`config.mk`:
```
export PLATFORM = sky130hd
export DESIGN_NAME = stk_cmd_issue
export DESIGN_NICKNAME = d
export VERILOG_FILES = /design/src/rtl/stk_pkg.sv /design/src/rtl/stk_cmd_issue_fifo.sv /design/src/rtl/stk_cmd_issue.sv
export SDC_FILE = /design/constraint.sdc
export NUM_CORES = 1
export LEC_CHECK = 0
export ABC_AREA = 1
export BUFFER_PORTS_ARGS = -buffer_cell sky130_fd_sc_hd__buf_2
export CAP_MARGIN = 20
export CORE_MARGIN = 8
export CORE_UTILIZATION = 35
export DETAILED_ROUTE_END_ITERATION = 16
export PLACE_DENSITY = 0.63
export SYNTH_ARGS = -nofsm -noshare
export SYNTH_HDL_FRONTEND = slang
export SYNTH_HIERARCHICAL = 1
export SYNTH_SLANG_ARGS = --single-unit
```
`constraint.sdc`:
```
create_clock -name clk -period 10.29 [get_ports clk]
set_input_delay 1.029 -clock clk [delete_from_list [all_inputs] [get_ports clk]]
set_output_delay 1.029 -clock clk [all_outputs]
set_load 0.01 [all_outputs]
```
`src/rtl/stk_pkg.sv`:
```
// Shared types for the stack engine command path.
//   opcode_t  : 2-bit stack opcode (NOP/PUSH/POP/PUSHPOP)
//   req_t     : packed {opcode, data} request/command payload
//   is_rsp_op : true for opcodes that produce a response
package stk_pkg;

    localparam int unsigned DAT_W          = 128;
    localparam int unsigned ERR_W          = 2;
    localparam int unsigned ERR_ACK_NOP_B  = 0;
    localparam int unsigned ERR_RSP_MISS_B = 1;

    typedef enum logic [1:0] {
        NOP     = 2'b00,
        PUSH    = 2'b01,
        POP     = 2'b10,
        PUSHPOP = 2'b11
    } opcode_t;

    typedef struct packed {
        opcode_t            opcode;
        logic [DAT_W-1:0]   dat;
    } req_t;

    function automatic logic is_rsp_op(input opcode_t op);
        return (op == POP) || (op == PUSHPOP);
    endfunction

endpackage

```
`src/rtl/stk_cmd_issue_fifo.sv`:
```
// Request FIFO for stk_cmd_issue. The head entry stays in the FIFO while it is
// presented downstream and is removed on pop.
//   clk, rst     : clock, synchronous active-high reset
//   push/push_dat: write one entry (ignored when not ready)
//   pop          : remove the head entry (ignored when empty)
//   head_nxt_c   : combinational view of the head after this cycle's push/pop,
//                  all-zero (NOP) when the FIFO will be empty
//   ready        : registered not-full flag
//   empty        : registered empty flag
module stk_cmd_issue_fifo
    import stk_pkg::*;
#(
    parameter int unsigned DEPTH = 4
) (
    input  logic clk,
    input  logic rst,
    input  logic push,
    input  req_t push_dat,
    input  logic pop,
    output req_t head_nxt_c,
    output logic ready,
    output logic empty
);

    localparam int unsigned AW = $clog2(DEPTH);
    localparam int unsigned PW = AW + 1;

    req_t          mem [DEPTH];
    logic [PW-1:0] wr_ptr;
    logic [PW-1:0] rd_ptr;
    logic [PW-1:0] wr_ptr_nxt;
    logic [PW-1:0] rd_ptr_nxt;
    logic          do_push;
    logic          do_pop;

    // Pointer advance; the extra MSB separates full from empty.
    always_comb begin
        do_push    = push && ready;
        do_pop     = pop && !empty;
        wr_ptr_nxt = wr_ptr + PW'(do_push);
        rd_ptr_nxt = rd_ptr + PW'(do_pop);
    end

    always_ff @(posedge clk) begin
        if (rst) begin
            wr_ptr <= '0;
            rd_ptr <= '0;
            ready  <= 1'b1;
            empty  <= 1'b1;
        end else begin
            wr_ptr <= wr_ptr_nxt;
            rd_ptr <= rd_ptr_nxt;
            empty  <= (wr_ptr_nxt == rd_ptr_nxt);
            ready  <= !((wr_ptr_nxt[AW] != rd_ptr_nxt[AW]) &&
                        (wr_ptr_nxt[AW-1:0] == rd_ptr_nxt[AW-1:0]));
        end
    end

    // Storage needs no reset; validity is carried by the pointers.
    always_ff @(posedge clk) begin
        if (!rst && do_push) begin
            mem[wr_ptr[AW-1:0]] <= push_dat;
        end
    end

    // Next head: if it sits at the slot being written now, bypass the write data.
    always_comb begin
        head_nxt_c = '0;
        if (wr_ptr_nxt != rd_ptr_nxt) begin
            if (rd_ptr_nxt == wr_ptr) begin
                head_nxt_c = push_dat;
            end else begin
                head_nxt_c = mem[rd_ptr_nxt[AW-1:0]];
            end
        end
    end

endmodule

```
`src/rtl/stk_cmd_issue.sv`:
```
// Per-engine command initiator for the stack engine. Queues host requests,
// presents the head on the command lanes until acked, and collects responses
// for response-bearing commands a fixed RSP_LAT cycles after their ack.
// Optional performance counters are enabled with STK_CMD_ISSUE_PERF_EN.
//   clk, rst                    : clock, synchronous active-high reset
//   i_req_vld/opcode/dat        : host request; o_req_rdy registered not-full
//   o_cmd_opcode/dat, i_cmd_ack : command lanes to the stack pipe
//   i_rsp_vld/dat               : shared response bus
//   o_rsp_vld/dat               : this engine's response (1-cycle pulse, data held)
//   o_err                       : sticky [0] ack while NOP, [1] missing response
//   o_perf_issued/stall         : saturating counters, zero when disabled
module stk_cmd_issue
    import stk_pkg::*;
#(
    parameter int unsigned REQ_DEPTH = 4,
    parameter int unsigned RSP_LAT   = 3
) (
    input  logic              clk,
    input  logic              rst,
    input  logic              i_req_vld,
    input  opcode_t           i_req_opcode,
    input  logic [DAT_W-1:0]  i_req_dat,
    output logic              o_req_rdy,
    output opcode_t           o_cmd_opcode,
    output logic [DAT_W-1:0]  o_cmd_dat,
    input  logic              i_cmd_ack,
    input  logic              i_rsp_vld,
    input  logic [DAT_W-1:0]  i_rsp_dat,
    output logic              o_rsp_vld,
    output logic [DAT_W-1:0]  o_rsp_dat,
    output logic [ERR_W-1:0]  o_err,
    output logic [31:0]       o_perf_issued,
    output logic [31:0]       o_perf_stall
);

    req_t               req_in;
    req_t               head_nxt_c;
    req_t               cmd_q;
    logic               fifo_empty;
    logic               fifo_push;
    logic               cmd_vld;
    logic               cmd_pop;
    logic               ack_rsp;
    logic [RSP_LAT-1:0] due_q;
    logic [RSP_LAT-1:0] due_nxt;
    logic [ERR_W-1:0]   err_q;

    // NOP requests are accepted but never stored.
    always_comb begin
        req_in.opcode = i_req_opcode;
        req_in.dat    = i_req_dat;
        fifo_push     = i_req_vld && o_req_rdy && (i_req_opcode != NOP);
        cmd_vld       = (cmd_q.opcode != NOP);
        cmd_pop       = i_cmd_ack && !fifo_empty;
        ack_rsp       = cmd_pop && is_rsp_op(cmd_q.opcode);
        // Bit 0 of due_q marks the cycle a response is expected on the bus.
        due_nxt       = (due_q >> 1) | (RSP_LAT'(ack_rsp) << (RSP_LAT - 1));
    end

    stk_cmd_issue_fifo #(
        .DEPTH (REQ_DEPTH)
    ) u_fifo (
        .clk        (clk),
        .rst        (rst),
        .push       (fifo_push),
        .push_dat   (req_in),
        .pop        (cmd_pop),
        .head_nxt_c (head_nxt_c),
        .ready      (o_req_rdy),
        .empty      (fifo_empty)
    );

    // Command presentation, response capture and sticky errors.
    always_ff @(posedge clk) begin
        if (rst) begin
            cmd_q     <= '0;
            due_q     <= '0;
            o_rsp_vld <= 1'b0;
            o_rsp_dat <= '0;
            err_q     <= '0;
        end else begin
            cmd_q     <= head_nxt_c;
            due_q     <= due_nxt;
            o_rsp_vld <= due_q[0] && i_rsp_vld;
            if (due_q[0] && i_rsp_vld) begin
                o_rsp_dat <= i_rsp_dat;
            end
            if (i_cmd_ack && !cmd_vld) begin
                err_q[ERR_ACK_NOP_B] <= 1'b1;
            end
            if (due_q[0] && !i_rsp_vld) begin
                err_q[ERR_RSP_MISS_B] <= 1'b1;
            end
        end
    end

    assign o_cmd_opcode = cmd_q.opcode;
    assign o_cmd_dat    = cmd_q.dat;
    assign o_err        = err_q;

`ifdef STK_CMD_ISSUE_PERF_EN
    logic [31:0] issued_q;
    logic [31:0] stall_q;

    // Saturating issue/stall counters.
    always_ff @(posedge clk) begin
        if (rst) begin
            issued_q <= '0;
            stall_q  <= '0;
        end else begin
            if (cmd_vld && i_cmd_ack && (issued_q != '1)) begin
                issued_q <= issued_q + 32'd1;
            end
            if (cmd_vld && !i_cmd_ack && (stall_q != '1)) begin
                stall_q <= stall_q + 32'd1;
            end
        end
    end

    assign o_perf_issued = issued_q;
    assign o_perf_stall  = stall_q;
`else
    assign o_perf_issued = '0;
    assign o_perf_stall  = '0;
`endif

endmodule

```
# Word level (Yosys, flattened, before mapping)
# Memory sizes are Yosys's and may differ from the RTL's.
# Index checks and enable logic that the tools add are counted.
totals:
  register_bits: 272
  mem_bits_rw: 520
  output_inout_bits: 326
  mem_count: 1
memory_table:
  columns: ["name", "depth", "width", "read_ports", "rd_ports_with_merged_regs", "write_ports", "line_no", "source"]
  rows:
  - ["u_fifo.mem", 4, 130, 1, 0, 1, "stk_cmd_issue_fifo.sv:28", "req_t mem [DEPTH];"]
op_classes:
  addsub: 2
  eq_ne: 7
  muxes: 3
  bitwise_logic: 2
  n_reduce_logical: 20
op_table:
  columns: ["cell", "n"]
  rows:
  - ["130-bit two-way mux", 1]
  - ["1-bit logical AND", 11]
  - ["3-bit by 1-bit adder with 3-bit output", 2]
  - ["3-bit equality test", 2]
  - ["1-bit zero test", 5]
  - ["2-bit equality test, second input constant", 2]
  - ["2-bit nonzero test", 2]
  - ["3-bit inequality test", 1]
  - ["2-bit by 3-bit OR with 3-bit output", 1]
  - ["2-bit equality test", 1]
  - ["1-bit two-way mux", 2]
  - ["2-bit OR reduction", 1]
  - ["1-bit logical OR", 1]
  - ["1-bit inequality test", 1]
  - ["1-bit inverter", 1]

# Depth between registers and ports, before layout
# Gate-level depths: netlist (run 1).
depth:
  ltp_word: 7
  mapped_depth: 19
  ltp_nobuf: 16

# Hierarchy
# The synthesis (run 1) kept the hierarchy.
by_module_without_submodules:
  columns: ["module", "n_inst", "cells_each", "area_per_inst_um2", "seq_area_each_um2"]
  rows:
  - ["stk_cmd_issue_fifo", 1, 2830, 25305.5, 15775.1]
  - ["stk_cmd_issue", 1, 1065, 8963.6, 5285.1]

# Worst setup path after synthesis (run 1)
# No wires, ideal clock.
synth_timing:
  kind: "input port to flip-flop"
  startpoint: "input port i_req_vld"
  endpoint: "memory u_fifo/mem[1][0] (netlist bit) (enable)"
  setup_time_ns: 0.780
  t_arrival_ns: 10.139
  setup_slack_ns: -0.629
  path_stages: 6
  path_buffers: 0
  path_cell_list: "nand2_1 nor2_1 nand2_1 inv_1 nand2_1 nor3_1"
synth_via:
  elab_chain_len: 6
synth_lines:
  columns: ["element", "line_no", "source"]
  rows:
  - ["start, declared", "stk_cmd_issue.sv:20", "input logic i_req_vld,"]
  - ["1-bit logical AND (2 in a row)", "stk_cmd_issue.sv:52", "fifo_push = i_req_vld && o_req_rdy && (i_req_opcode != NOP);"]
  - ["net fifo_push", "stk_cmd_issue.sv:40", "logic fifo_push;"]
  - ["1-bit logical AND", "stk_cmd_issue_fifo.sv:38", "do_push = push && ready;"]
  - ["1-bit logical AND", "stk_cmd_issue_fifo.sv:61", "if (!rst && do_push) begin"]
  - ["1-bit two-way mux", "stk_cmd_issue_fifo.sv:61", null]
  - ["1-bit two-way mux (not written as such)", "stk_cmd_issue_fifo.sv:62", "mem[wr_ptr[AW-1:0]] <= push_dat;"]
  - ["end, declared", "stk_cmd_issue_fifo.sv:28", null]
# The timed path passes the listed nets, and every way through them passes these cells.

# Final worst setup path (run 1)
layout_timing:
  startpoint: "input port i_cmd_ack"
  endpoint: "register cmd_q (netlist bit o_cmd_dat[58])"
layout_via:
  elab_chain_len: 6
layout_lines:
  columns: ["element", "line_no", "source"]
  rows:
  - ["start, declared", "stk_cmd_issue.sv:26", "input logic i_cmd_ack,"]
  - ["1-bit logical AND (*)", "stk_cmd_issue.sv:54", "cmd_pop = i_cmd_ack && !fifo_empty;"]
  - ["net cmd_pop", "stk_cmd_issue.sv:42", "logic cmd_pop;"]
  - ["1-bit logical AND (*)", "stk_cmd_issue_fifo.sv:39", "do_pop = pop && !empty;"]
  - ["3-bit by 1-bit adder with 3-bit output (*)", "stk_cmd_issue_fifo.sv:41", "rd_ptr_nxt = rd_ptr + PW'(do_pop);"]
  - ["net u_fifo.rd_ptr_nxt[1]", "stk_cmd_issue_fifo.sv:32", "logic [PW-1:0] rd_ptr_nxt;"]
  - ["branches (longest 3 deep; another with memory 4 x 130 bit)", null, null]
  - ["end signal, assigned", "stk_cmd_issue.sv:82", "cmd_q <= head_nxt_c;"]
  - ["end, declared", "stk_cmd_issue.sv:38", "req_t cmd_q;"]
# Mark *: on every way through the listed nets, which the timed path passes.
# A chain may end at the register's enable or synchronous reset.

==> metrics.csv, run 1 <==
stage,metric,value,unit
run_status,status,completed,
grt,grt_usage,0.167,
drt,maxUsedRoutingLayer,met5,
synth,synth_area_leaders,"edfxtp_1 (46%), dfxtp_1 (16%), nand2_1 (10%)",
cts,cts_tree,built,
critical_path,crit_slowest_cell,buf_4,
final_layout,postLayoutCoreUtil,0.419,
cts,root_buffer,clkbuf_16,
final_layout,nNetsFinal,4578,
final_layout,fin_area,40600,sq um
sta,setup_viol,0,
placement,place_inst,5497,
grt,gr-total-overflow,0,
critical_path,path_class,in2reg,
placement,gp_congestion,0.913,
floorplanning,die_width,329,um
drt,wl_met3,6.88,mm
cts,cts_buffers,88,
power_and_ir_drop,p_leak,19.3,nW
synth,synthSimpleGateAreaFrac,0.211,
cts,htreeDepth,3,
synth,seq_area_frac_synth,0.615,
synth,synth_top_family_by_area,simple AND/OR/NAND/NOR gates,
grt,grt_max_degree,180,
grt,grt_pass1_vias,24000,
placement,hpwl,58.4,mm
floorplanning,start_util,0.354,
floorplanning,placementRows,114,
critical_path,cp_max_fo,75,
grt,antenna_found_initial,21,
synth,postSynth.asyncResetShare,0,
drt,wl_per_cell,16.8,um
synth,synth_edf_count,520,
synth,yosys_warnings,6,
drt,vias_per_cell,4.57,
synth,synthTopCellsByCount,"nand2_1 (944), inv_1 (798), nand3_1 (522)",
critical_path,crit_arrival,5.52,ns
sta,slew_headroom,0.297,
synth,ys_types,16,
sta,final_max_slew_viol_count,0,
placement,placed_cell_area,37400,sq um
sta,finalHoldViolations,0,
sta,fin_crit_sh,0.488,
power_and_ir_drop,power.total,7.89,mW
min_path,holdCritPathClass,reg2reg,
critical_path,crit_required,10.78,ns
cts,clock-sinks,792,
synth,synth_top_area_frac,0.456,
critical_path,startpoint_type,input port,
critical_path,cpPeakStageDelay,0.71,ns
floorplanning,die_h,329,um
synth,synthAdderAreaFrac,0.00146,
power_and_ir_drop,ir_drop,0.134,mV
cts,postCtsSetupBuffers,0,
drt,wl,95.0,mm
placement,port_buffers,524,
cts,clk_pin_slew,0.06,ns
synth,synth_area,34300,sq um
sta,fin_crit,5.02,ns
run,cap_violations,0,
drt,dr.pass1.iters,6,
synth,synthMuxAreaShare,0,
synth,synth-seq-cells,792,
grt,grt_pass1_wl,143,mm
drt,drt_iter0_drc,1874,
cts,cts.repair.resized,0,
power_and_ir_drop,power_density,195,nW/um^2
drt,dr_wl_met2,45.5,mm
drt,drc,0,
critical_path,crit_chain,buf_2 > nand2_1 > inv_1 > inv_1 > nor2_1 > ha_4 > ha_4 > buf_4 > inv_4 > nand2_1 > nand2_1 > nor2_1 > nand3_4 > buf_4 > nand2_1 > nor2_1 > inv_1 > nor2_1,
drt,route.vias.total,25900,
drt,ant_nets,0,
floorplanning,die_area,108000,sq um
synth,synth_cells,3895,
synth,synth_compound_area_frac,0.0380,
sta,rsz0062_at_grt,no,
cts,clk-insertion-delay-late,0.66,ns
cts,holdBufCountCts,0,
final_layout,syn2layout_area_growth,18.4,%
floorplanning,core,96900,sq um
final_layout,fin_cells,5669,
sta,fmax,199,MHz
critical_path,endpoint_kind,flop,
synth,synth_ff_type,edfxtp_1,
synth,synth.most_common_cell,nand2_1,
floorplanning,io_pins,589,
synth,synth_area_per_cell,8.80,sq um
sta,worst_pin_slew,1.05,ns
final_layout,drive_above_1_share,0.161,
synth,synth-xor-area-share,0,
sta,fin_skew,0.0244,ns
cts,clk_path_buf_depth,3,
synth,synth_top_area_cell,edfxtp_1,
drt,wl_met1,39.9,mm
[metal layers]
metal | up-vias | track usage
met3 | 168 | 0.0395
met1 | 12100 | 0.214
met2 | 851 | 0.276
met4 | 14 | 0.0560
met5 | - | 0
li1 | 12800 | -
[path summary, 6_finish.rpt]
kind	start	to	slack, ns	depth (start not counted)
worst max-delay path	i_cmd_ack	o_cmd_dat[58]$_SDFF_PP0_	5.27	18
worst min-delay path	due_q[2]$_SDFF_PP0_	due_q[1]$_SDFF_PP0_	0.42	2
worst max register to register	u_fifo/empty$_SDFF_PP1_	o_cmd_dat[58]$_SDFF_PP0_	5.41	18
worst min register to register	due_q[2]$_SDFF_PP0_	due_q[1]$_SDFF_PP0_	0.42	2
[layout make-up]
cell class                      instances  area (sq um)
Fill cell                            9410         56300
Sequential cell                       792         21100
Multi-Input combinational cell       2075          8890
Inverter                              799          3010
Timing Repair Buffer                  555          2890
Clock buffer                          123          2510
Tap cell                             1276          1600
Clock inverter                         40           578
Antenna cell                            9          22.5
[layout by cell type, fill, tap and decap left out]
master,synthesis,routed
a21oi_1,260,260
clkbuf_1,48,19
clkinv_2,0,11
buf_4,96,30
clkbuf_2,0,1
clkinvlp_4,0,1
inv_4,0,3
inv_8,0,1
nand2_1,944,942
nand3_4,0,1
inv_1,798,797
bufinv_16,0,13
ha_1,4,2
dfxtp_4,0,1
conb_1,1,64
nand3_1,522,521
nor3_2,0,4
inv_16,0,1
edfxtp_1,520,520
ha_4,0,2
inv_6,0,2
clkinv_1,0,7
dfxtp_1,272,271
nor2_1,276,276
buf_2,140,522
nor2_4,1,1
diode_2,0,9
clkbuf_16,0,90
nand2_4,0,2
buf_12,0,2
buf_8,0,1
clkbuf_8,0,13
clkinv_8,0,3
[sequential cells by signal (all words and copies together) (netlist names)]
name,flops
o_cmd_dat,128
due_q,3
u_fifo/mem,520
o_err,2
u_fifo/wr_ptr,3
u_fifo/empty,1
o_rsp_dat,128
u_fifo/ready,1
o_rsp_vld,1
o_cmd_opcode,2
u_fifo/rd_ptr,3
[stage by stage]
| step | worst slack [ns] | hold WS (ns) | TNS [ns] |
|---|---|---|---|
| floorplan | -0.629 | 0.388 | -326.88 |
| global placement | 4.61 | 0.405 | 0 |
| detailed placement | 4.56 | 0.407 | 0 |
| CTS | 5.29 | 0.426 | 0 |
| global route | 4.91 | 0.450 | 0 |
| finish | 5.27 | 0.418 | 0 |
[cell families after synthesis]
family / Yosys count
and+or+nand+nor: 1747
adders and majority gates: 4
buffers and inverters: 1091
AOI/OAI and AO/OA: 260
other: 1
DFF: 792
[report_power, final]
| group | internal, mW | switching, mW | leakage [nW] |
|---|---|---|---|
| Sequential | 3.53 | 0.0464 | 6.93 |
| Combinational | 0.322 | 0.687 | 10.8 |
| Clock | 2.03 | 1.28 | 1.52 |
[critical path: cells and delay by family]
kind	cells	cell delay (ns)
adders and majority gates	2	0.86
buffers and inverters	7	1.97
and+or+nand+nor	9	1.51
Power figures use the tool's default switching activity.
==> run 2: changes to the inputs <==
--- a/config.mk
+++ b/config.mk
@@ -11,7 +11,7 @@
 export CORE_MARGIN = 8
 export CORE_UTILIZATION = 35
 export DETAILED_ROUTE_END_ITERATION = 16
-export PLACE_DENSITY = 0.63
+export PLACE_DENSITY = 0.61
 export SYNTH_ARGS = -nofsm -noshare
 export SYNTH_HDL_FRONTEND = slang
 export SYNTH_HIERARCHICAL = 1
==> constraint.sdc (replaced) <==
create_clock -name clk -period 5.25 [get_ports clk]
set_input_delay 0.525 -clock clk [delete_from_list [all_inputs] [get_ports clk]]
set_output_delay 0.525 -clock clk [all_outputs]
set_load 0.01 [all_outputs]
==> metrics.csv, run 2 (same netlist as run 1, synthesis figures left out) <==
stage,metric,value,unit
cts,root_buffer,clkbuf_16,
grt,antenna_found_initial,28,
placement,hpwl,56.1,mm
drt,ant_nets,0,
grt,grt_util_met1,0.209,
floorplanning,start_util,0.354,
run_status,status,completed,
final_layout,final_common_cell,nand2_1,
grt,globalRouteMet2Util,0.288,
cts,clk_path_buf_depth,3,
sta,setup_viol,0,
drt,wl_per_cell,16.8,um
critical_path,startpoint_type,flop,
grt,grt_pass1_vias,24100,
grt,busiest_layer,met2,
placement,placed_cell_area,37600,sq um
floorplanning,die_h,329,um
cts,holdBufCountCts,0,
grt,grt_pass1_wl,144,mm
critical_path,r2r_setup_slack,1.85,ns
grt,grtUsageMet3,0.0424,
drt,wl,95.5,mm
floorplanning,placementRows,114,
drt,drt_iter0_drc,1791,
sta,slew_headroom,0.247,
sta,worst_pin_slew,1.13,ns
min_path,holdPathEnd,u_fifo/mem[1][89]$_DFFE_PP_,
grt,gr-total-overflow,0,
final_layout,layout_common_cells,"nand2_1 (942), inv_1 (797), buf_2 (522)",
cts,clk_pin_slew,0.06,ns
cts,cts_tree,built,
sta,fin_skew,0.0257,ns
critical_path,reg2regPathDepth,15,
cts,postCtsSetupBuffers,0,
sta,fin_ws,1.85,ns
sta,final_max_slew_viol_count,0,
final_layout,largest_reg_flops,520,
grt,grt_usage,0.169,
drt,drc,0,
floorplanning,io_pins,589,
critical_path,worstReg2RegEnd,o_cmd_dat[52]$_SDFF_PP0_,
drt,route.vias.total,25600,
min_path,holdCritPathClass,in2reg,
cts,htreeDepth,3,
power_and_ir_drop,power_density,378,nW/um^2
run,cap_violations,0,
sta,rsz0062_at_grt,no,
placement,gp_congestion,0.947,
cts,cts.repair.resized,0,
critical_path,r2r_start,u_fifo/empty$_SDFF_PP1_,
critical_path,cp_max_fo,73,
sta,finalHoldViolations,0,
power_and_ir_drop,p_leak,19.3,nW
critical_path,crit_arrival,3.96,ns
placement,dp_slack,1.46,ns
critical_path,cpPeakStageDelay,0.95,ns
grt,grt_max_degree,182,
sta,fmax,294,MHz
cts,clock-sinks,792,
drt,dr.pass1.iters,5,
drt,vias_per_cell,4.52,
final_layout,nNetsFinal,4578,
critical_path,cp_common_cell,inv_1,
final_layout,fin_area,40600,sq um
critical_path,cp_top_family,buffers and inverters,
min_path,worstHoldStart,i_req_dat[89],
final_layout,syn2layout_area_growth,18.6,%
floorplanning,die_width,329,um
critical_path,crit_required,5.81,ns
sta,fin_crit,3.40,ns
sta,fin_crit_sh,0.648,
critical_path,endpoint_kind,flop,
floorplanning,core,96900,sq um
critical_path,crit_slowest_cell,buf_4,
final_layout,drive_above_1_share,0.161,
floorplanning,die_area,108000,sq um
final_layout,postLayoutCoreUtil,0.420,
cts,cts_buffers,88,
critical_path,cp_num_buf_inv,6,
critical_path,path_class,reg2reg,
cts,clk-insertion-delay-late,0.65,ns
critical_path,crit_chain,inv_1 > nand2_1 > inv_1 > inv_1 > nor2_1 > ha_4 > ha_4 > buf_4 > buf_4 > nand3_1 > nand2_1 > a21oi_1 > nor2_1 > inv_1 > nor2_1,
min_path,hold_depth,1,
power_and_ir_drop,ir_drop,0.327,mV
placement,port_buffers,524,
run 2: changes by cell type in the layout (fill, tap and decap cells not counted), sizes merged:
cell / change
bufinv: -6
clkinv: -4
clkbuf: +10
diode: +7
clkinvlp: -1
run 2: worst max path at each step:
stage                            start                         end  slack, ns  cells past startpoint
6_report       u_fifo/empty$_SDFF_PP1_    o_cmd_dat[52]$_SDFF_PP0_       1.85                     15
5_1_grt        u_fifo/empty$_SDFF_PP1_    o_cmd_dat[63]$_SDFF_PP0_       1.63                     15
4_1_cts        u_fifo/empty$_SDFF_PP1_    o_cmd_dat[19]$_SDFF_PP0_       1.77                     17
3_5_place_dp                 i_cmd_ack    o_cmd_dat[19]$_SDFF_PP0_       1.46                     17
3_3_place_gp                 i_cmd_ack    o_cmd_dat[25]$_SDFF_PP0_       1.47                     17
2_1_floorplan                i_req_vld  u_fifo/mem[2][0]$_DFFE_PP_      -1.23                      6
run 2: through the flow:
step | hold WS [ns] | instances | setup TNS, ns | total power [mW]
2_1_floorplan | 0.388 | 3958 | -639.55 | 8.50
3_3_place_gp | 0.407 | 5497 | 0 | 9.15
3_5_place_dp | 0.406 | 5497 | 0 | 9.17
4_1_cts | 0.0494 | 5659 | 0 | 15.5
5_1_grt | 0.0670 | 5668 | 0 | 16.0
6_report | 0.104 | 5675 | 0 | 15.3
run 2: power breakdown:
| part | internal (mW) | switching, mW | total, mW |
|---|---|---|---|
| clock | 3.85 | 2.48 | 6.33 |
| combinational | 0.659 | 1.35 | 2.01 |
| sequential | 6.91 | 0.0914 | 7.00 |
run 2: layout make-up:
| class | instances | area [sq um] |
|---|---|---|
| clock inverters | 29 | 350 |
| diodes | 16 | 40.0 |
| well taps | 1276 | 1600 |
| multi-input cells | 2075 | 8910 |
| clock buffers | 133 | 2660 |
| fillers | 9367 | 56200 |
| flip-flops and latches | 792 | 21100 |
| inverters | 799 | 3010 |
| repair buffers | 555 | 3010 |
run 2: metal layers:
layer	share of wire	vias to the layer above	wire, um
met4	0.024	14	2260
met2	0.49	666	46800
met3	0.067	164	6360
met5	0.00089	-	85
met1	0.42	12000	40000
li1	-	12800	-
